[config.mk]
export PLATFORM = sky130hd
export DESIGN_NAME = phase_capture
export DESIGN_NICKNAME = d
export VERILOG_FILES = /design/src/rtl/phase_capture.sv
export SDC_FILE = /design/constraint.sdc
export NUM_CORES = 1
export LEC_CHECK = 0
export CORE_AREA = 5 5 86 88
export DETAILED_ROUTE_END_ITERATION = 16
export DIE_AREA = 0 0 91 93
export SLEW_MARGIN = 40
export SYNTH_ARGS = -nofsm -noshare
export SYNTH_HDL_FRONTEND = slang
export SYNTH_SLANG_ARGS = --single-unit
[constraint.sdc]
create_clock -name clk -period 1.9 [get_ports clk]
set_input_delay 0.38 -clock clk [delete_from_list [all_inputs] [get_ports clk]]
set_output_delay 0.38 -clock clk [all_outputs]
set_load 0.02 [all_outputs]
[src/rtl/phase_capture.sv]
// Timestamps rising edges of sig_in against a free-running divided reference counter.
// Define SIG_DEGLITCH_EN to insert a 3-cycle-stable filter ahead of edge detection.
module phase_capture #(
  parameter int OFFSET_WIDTH = 11,
  parameter int LOST_PERIODS = 4
) (
  input  logic                    clk,
  input  logic                    rst,
  input  logic                    sig_in,
  input  logic                    enable,
  input  logic [OFFSET_WIDTH-2:0] divide,
  output logic [OFFSET_WIDTH-1:0] phase,
  output logic                    phase_valid,
  input  logic                    phase_ready,
  output logic                    lost,
  output logic                    overrun
);

  localparam int CW = OFFSET_WIDTH - 1;
  localparam int LW = $clog2(2 * LOST_PERIODS + 1);
  localparam logic [LW-1:0] LOSS_MAX = LW'(2 * LOST_PERIODS);
  localparam logic [LW-1:0] LOSS_PRE = LW'(2 * LOST_PERIODS - 1);

  logic [CW-1:0] r_cnt;
  logic          r_half;
  logic          r_sync1;
  logic          r_sync2;
  logic          r_prev;
  logic          r_edge;
  logic [LW-1:0] r_lossCnt;
  logic          w_toggle;
  logic          w_src;
  logic          w_edge;

  // >= rather than == so a divide lowered below cnt wraps at once instead of rolling over
  assign w_toggle = enable && (r_cnt >= divide);

  always_ff @(posedge clk) begin
    if (rst) begin
      r_cnt  <= '0;
      r_half <= 1'b0;
    end else if (!enable) begin
      r_cnt  <= '0;
      r_half <= 1'b0;
    end else if (r_cnt >= divide) begin
      r_cnt  <= '0;
      r_half <= ~r_half;
    end else begin
      r_cnt <= r_cnt + 1'b1;
    end
  end

`ifdef SIG_DEGLITCH_EN
  logic [1:0] r_hist;

  always_ff @(posedge clk) begin
    if (rst) begin
      r_hist <= '0;
    end else begin
      r_hist <= {r_hist[0], r_sync2};
    end
  end

  // r_prev doubles as the filter output: it only follows sig_s after three equal samples
  always_comb begin
    w_src = r_prev;
    if (r_sync2 && (&r_hist)) begin
      w_src = 1'b1;
    end else if (!r_sync2 && !(|r_hist)) begin
      w_src = 1'b0;
    end
  end
`else
  assign w_src = r_sync2;
`endif

  assign w_edge = w_src & ~r_prev;

  always_ff @(posedge clk) begin
    if (rst) begin
      r_sync1 <= 1'b0;
      r_sync2 <= 1'b0;
      r_prev  <= 1'b0;
      r_edge  <= 1'b0;
    end else begin
      r_sync1 <= sig_in;
      r_sync2 <= r_sync1;
      r_prev  <= w_src;
      r_edge  <= w_edge;
    end
  end

  always_ff @(posedge clk) begin
    if (rst) begin
      phase       <= '0;
      phase_valid <= 1'b0;
      overrun     <= 1'b0;
    end else if (enable) begin
      if (r_edge) begin
        if (!phase_valid || phase_ready) begin
          phase       <= {r_half, r_cnt};
          phase_valid <= 1'b1;
        end else begin
          overrun <= 1'b1;
        end
      end else if (phase_valid && phase_ready) begin
        phase_valid <= 1'b0;
      end
    end
  end

  // Edge clear wins over a coincident half toggle
  always_ff @(posedge clk) begin
    if (rst) begin
      r_lossCnt <= '0;
      lost      <= 1'b0;
    end else if (enable) begin
      if (r_edge) begin
        r_lossCnt <= '0;
        lost      <= 1'b0;
      end else if (w_toggle && (r_lossCnt != LOSS_MAX)) begin
        r_lossCnt <= r_lossCnt + 1'b1;
        lost      <= (r_lossCnt == LOSS_PRE);
      end
    end
  end

endmodule

---- Yosys cells after proc, flatten, opt, wreduce, memory -nomap -nowiden ----
Index checks and enable logic that the tools add are counted.
operators by class
  add/sub/neg operators ................... 2
  order comparisons ....................... 1
  equal/unequal tests ..................... 3
  multiplexer cells ....................... 7
  bitwise logic cells ..................... 5
  reduce and logical (&&, ||, !) cells .... 13
operator list
  operator                 number
  $add A10 B1 Y10 const B  1
  $ge A10 B10 Y1           1
  $reduce_and A3 Y1        3
  $mux W4                  2
  $mux W1                  5
  $add A4 B1 Y4 const B    1
  $eq A4 B3 Y1 const B     1
  $ne A4 B4 Y1 const B     1
  $not A1 Y1               4
  $reduce_bool A2 Y1       2
  $logic_and A1 B1 Y1      3
  $reduce_or A3 Y1         1
  $ne A2 B1 Y1 const B     1
  $reduce_and A2 Y1        1
  $reduce_or A2 Y1         1
  $and A1 B1 Y1            1
  $logic_not A1 Y1         1
  $logic_or A1 B1 Y1       1
word-level totals
  register bits ........................... 33
  input bits .............................. 15
  output and inout bits ................... 14
  logic and storage cells ................. 42

---- Depth between registers and ports, before layout ----
  depth in word-level cells ............... 5
  gate-level depth with buffers ........... 7
  mapped depth without buffers ............ 7

---- Worst setup path after synthesis ----
Ideal clock, no wire load.
  path kind ............................... input to register
  from .................................... in divide[5]
  to ...................................... reg lost
  setup time .............................. 0.072 ns
  arrival ................................. 1.526 ns
  data required time ...................... 1.828 ns
  setup slack ............................. 0.302 ns
  cell stages on the path ................. 6
  path buffers ............................ 0
  cells stage by stage .................... inv_1 -> ha_1 -> a41o_1 -> o311ai_4 -> a21oi_2 -> mux2i_1
on the way
  longest elaborated chain between the ends .. 5
ends and longest elaborated chain
  item                                 line  RTL
  start, declared                      11    input logic [OFFSET_WIDTH-2:0] divide,
  $ge A10 B10 Y1                       36    assign w_toggle = enable && (r_cnt >= divide);
  $logic_and A1 B1 Y1                  36
  $logic_and A1 B1 Y1                  121   end else if (w_toggle && (r_lossCnt != LOSS_MAX)) begin
  $reduce_bool A2 Y1 (no source line)  -
  $reduce_and A2 Y1 (no source line)   -
  end signal, assigned                 123   lost <= (r_lossCnt == LOSS_PRE);
  end, declared                        15    output logic lost,
Every way passes these cells.
A chain may end at the register's enable or synchronous reset.

---- Worst setup path in the final report ----
  from .................................... in divide[4]
  to ...................................... reg r_lossCnt[0]
on the way
  longest elaborated chain between the ends .. 5
ends and longest elaborated chain
  item                                 line  RTL
  $ge A10 B10 Y1                       36
  $logic_and A1 B1 Y1                  36
  $logic_and A1 B1 Y1                  121
  $reduce_bool A2 Y1 (no source line)  -
  $reduce_and A2 Y1 (no source line)   -
  end signal, assigned                 122   r_lossCnt <= r_lossCnt + 1'b1;
  end, declared                        30    logic [LW-1:0] r_lossCnt;
Every way passes these cells.

==> flow_summary.json <==
{
  "ys_seq_area_share_pct": 41.5,
  "multi_input_area_um2": 985,
  "crit_path_start_kind": "input pin",
  "crit_type": "input pin to flip-flop",
  "ioPinCount": 29,
  "postCtsHoldBufs": 0,
  "ys_seq_elements": 33,
  "end_kind": "flip-flop",
  "synth_edf_count": 0,
  "preCtsSetupSlack_ps": -336,
  "cts_tree": "done",
  "fmax_mhz": 550,
  "cp_data_arrival_time_ps": 2020,
  "totalPowerFinal_mw": 1.34,
  "clkSlewWorstSetupHoldPaths_ps": 60,
  "grt_pass1_vias": 1183,
  "seq_area_um2": 661,
  "async_flop_share_pct": 0,
  "coreArea_um2": 6570,
  "yosysTopAreaCell": "dfxtp_1",
  "hp-class": "flip-flop to flip-flop",
  "htreeDepth": 2,
  "syn_nets": 195,
  "maxCapViolCount": 0,
  "grt_pass1_wl_um": 5220,
  "grt_max_degree": 12,
  "overflow": 0,
  "ys_warn_count": 0,
  "fin_util_pct": 35.0,
  "grt_antenna_before_repair": 0,
  "placed_area_um2": 2020,
  "final_cells": 294,
  "setup_viol": 0,
  "drtAntennaViolNets": 0,
  "slew_headroom_pct": 79.7,
  "portBuffers": 28,
  "max-clock-path-buffers": 2,
  "start_util_pct": 24.2,
  "vias": 1269,
  "cp.required_ps": 2100,
  "fin_skew_ps": 8.70,
  "p_leak_nw": 0.906,
  "dr.pass1.iters": 4,
  "yosys.cell_types.count": 29,
  "whs_ps": 382,
  "power.density_nw_per_um2": 582,
  "synth_area_per_cell_um2": 9.54,
  "period_needed_ps": 1820,
  "wl_um": 3410,
  "vias_per_cell": 4.32,
  "status": "completed",
  "final.setup.tns_ps": 0,
  "clockRootBuffer": "clkbuf_8",
  "cts_inserted_buffers": 5,
  "period_share_pct": 95.7,
  "setup_ws_ps": 81.1,
  "syn_inst": 167,
  "yosysMostFrequentCell": "dfxtp_1",
  "hold_viol_final": 0,
  "nNetsFinal": 242,
  "synth_top_cells_by_count": "dfxtp_1, nor2_1, mux2i_1, inv_1",
  "place.gp.congestion": 0.827,
  "track_usage_pct": 7.74,
  "fill_cells": 667,
  "ys_top_cells_by_area": "dfxtp_1, ha_1, mux2i_1",
  "die_y_um": 93,
  "dp_cells": 280,
  "post_drt_wl_per_cell_um": 11.6,
  "clk_latency_ps": 280,
  "drive_above_1_share_pct": 22.0,
  "area_delta_synth_final_pct": 44.3,
  "netlist_area_um2": 1590,
  "die_width_um": 91,
  "maxSlewViolCount": 0,
  "design_area_um2": 2300,
  "die_area_um2": 8460,
  "worst_slew_pin_slew_ps": 303,
  "ir_drop_mv": 0.291,
  "hpwl_um": 2430,
  "drtIter0Drc": 42,
  "yosysTopAreaCellShare_pct": 41.5,
  "antenna_cells": 0,
  "num_rows": 30,
  "drc_errors": 0,
  "clkSinkCount": 33,
  "crit_fanout": 4,
  "synth_ff_type": "dfxtp_1"
}
[critical path: stages]
cell and delay, ps:
clkdlybuf4s50_1 450, inv_1 60, ha_4 270, a41o_1 210
o311ai_4 130, buf_6 160, a21oi_4 170, mux2i_1 200
[cells in the final DEF, fill, tap and decap left out, drive strengths merged, types with 2 or more instances in the layout]
| master | n |
|---|---|
| dfxtp | 33 |
| nor2 | 25 |
| clkdlybuf4s50 | 24 |
| mux2i | 16 |
| buf | 15 |
| inv | 15 |
| nand2 | 14 |
| ha | 13 |
| nand3 | 9 |
| a21oi | 9 |
| clkbuf | 7 |
| xor2 | 6 |
| nor2b | 5 |
| dlymetal6s2s | 4 |
| and3 | 3 |
| nand4b | 3 |
| nand2b | 2 |
| xnor2 | 2 |
| a31oi | 2 |
[kinds of logic (layout without fill, tap and decap cells)]
kind of cell / count (synthesis) / in the layout / synth area share, %
AOI/OAI and AO/OA: 15 / 15 / 8.80
xor gates and xnor gates: 8 / 8 / 4.40
adders and majority gates: 13 / 13 / 10.2
buffers and inverters: 19 / 65 / 4.95
DFF: 33 / 33 / 41.5
muxes: 16 / 16 / 10.1
and+or+nand+nor: 63 / 64 / 20.1
[where the power goes]
group | internal [mW] | leakage, nW | switching (mW)
Combinational | 0.0620 | 0.595 | 0.0544
Clock | 0.287 | 0.0443 | 0.233
Sequential | 0.698 | 0.267 | 0.00401
Total | 1.05 | 0.906 | 0.291
[path summary, 6_finish.rpt]
kind                                 from            to  slack [ps]  cells after the start
worst max-delay path            divide[4]  r_lossCnt[0]          80                      8
worst min-delay path               r_prev        r_edge         380                      1
worst max register to register   r_cnt[0]        r_half         150                      8
worst min register to register     r_prev        r_edge         380                      1
[metal layers]
layer / global-route usage, % / routed length, µm / vias up / part of all wire (%)
li1: - / - / 659 / -
met1: 9.70 / 1620 / 583 / 47
met2: 12.0 / 1580 / 23 / 46
met3: 2.74 / 170 / 4 / 5.0
met4: 3.42 / 36 / 0 / 1.1
met5: 0 / 0 / - / 0
[final cells by class]
type	count	area share, %
multi-input cells	116	42.8
flip-flops and latches	33	28.7
repair buffers	43	17.9
well taps	80	4.35
clock buffers	7	3.76
inverters	15	2.45
[registers in the layout, indices dropped and copies added (netlist names)]
register     cells
r_sync1          1
r_prev           1
overrun          1
phase           11
lost             1
r_lossCnt        4
r_sync2          1
r_cnt           10
phase_valid      1
r_half           1
r_edge           1
[what timing repair did]
item	in CTS	in global routing
setup buffers	0	7
endpoints found under the hold margin	0	0
setup endpoints to repair	3	16
gates cloned	0	1
resized for setup	1	24
pin swaps	2	12
Power figures use the tool's default switching activity.
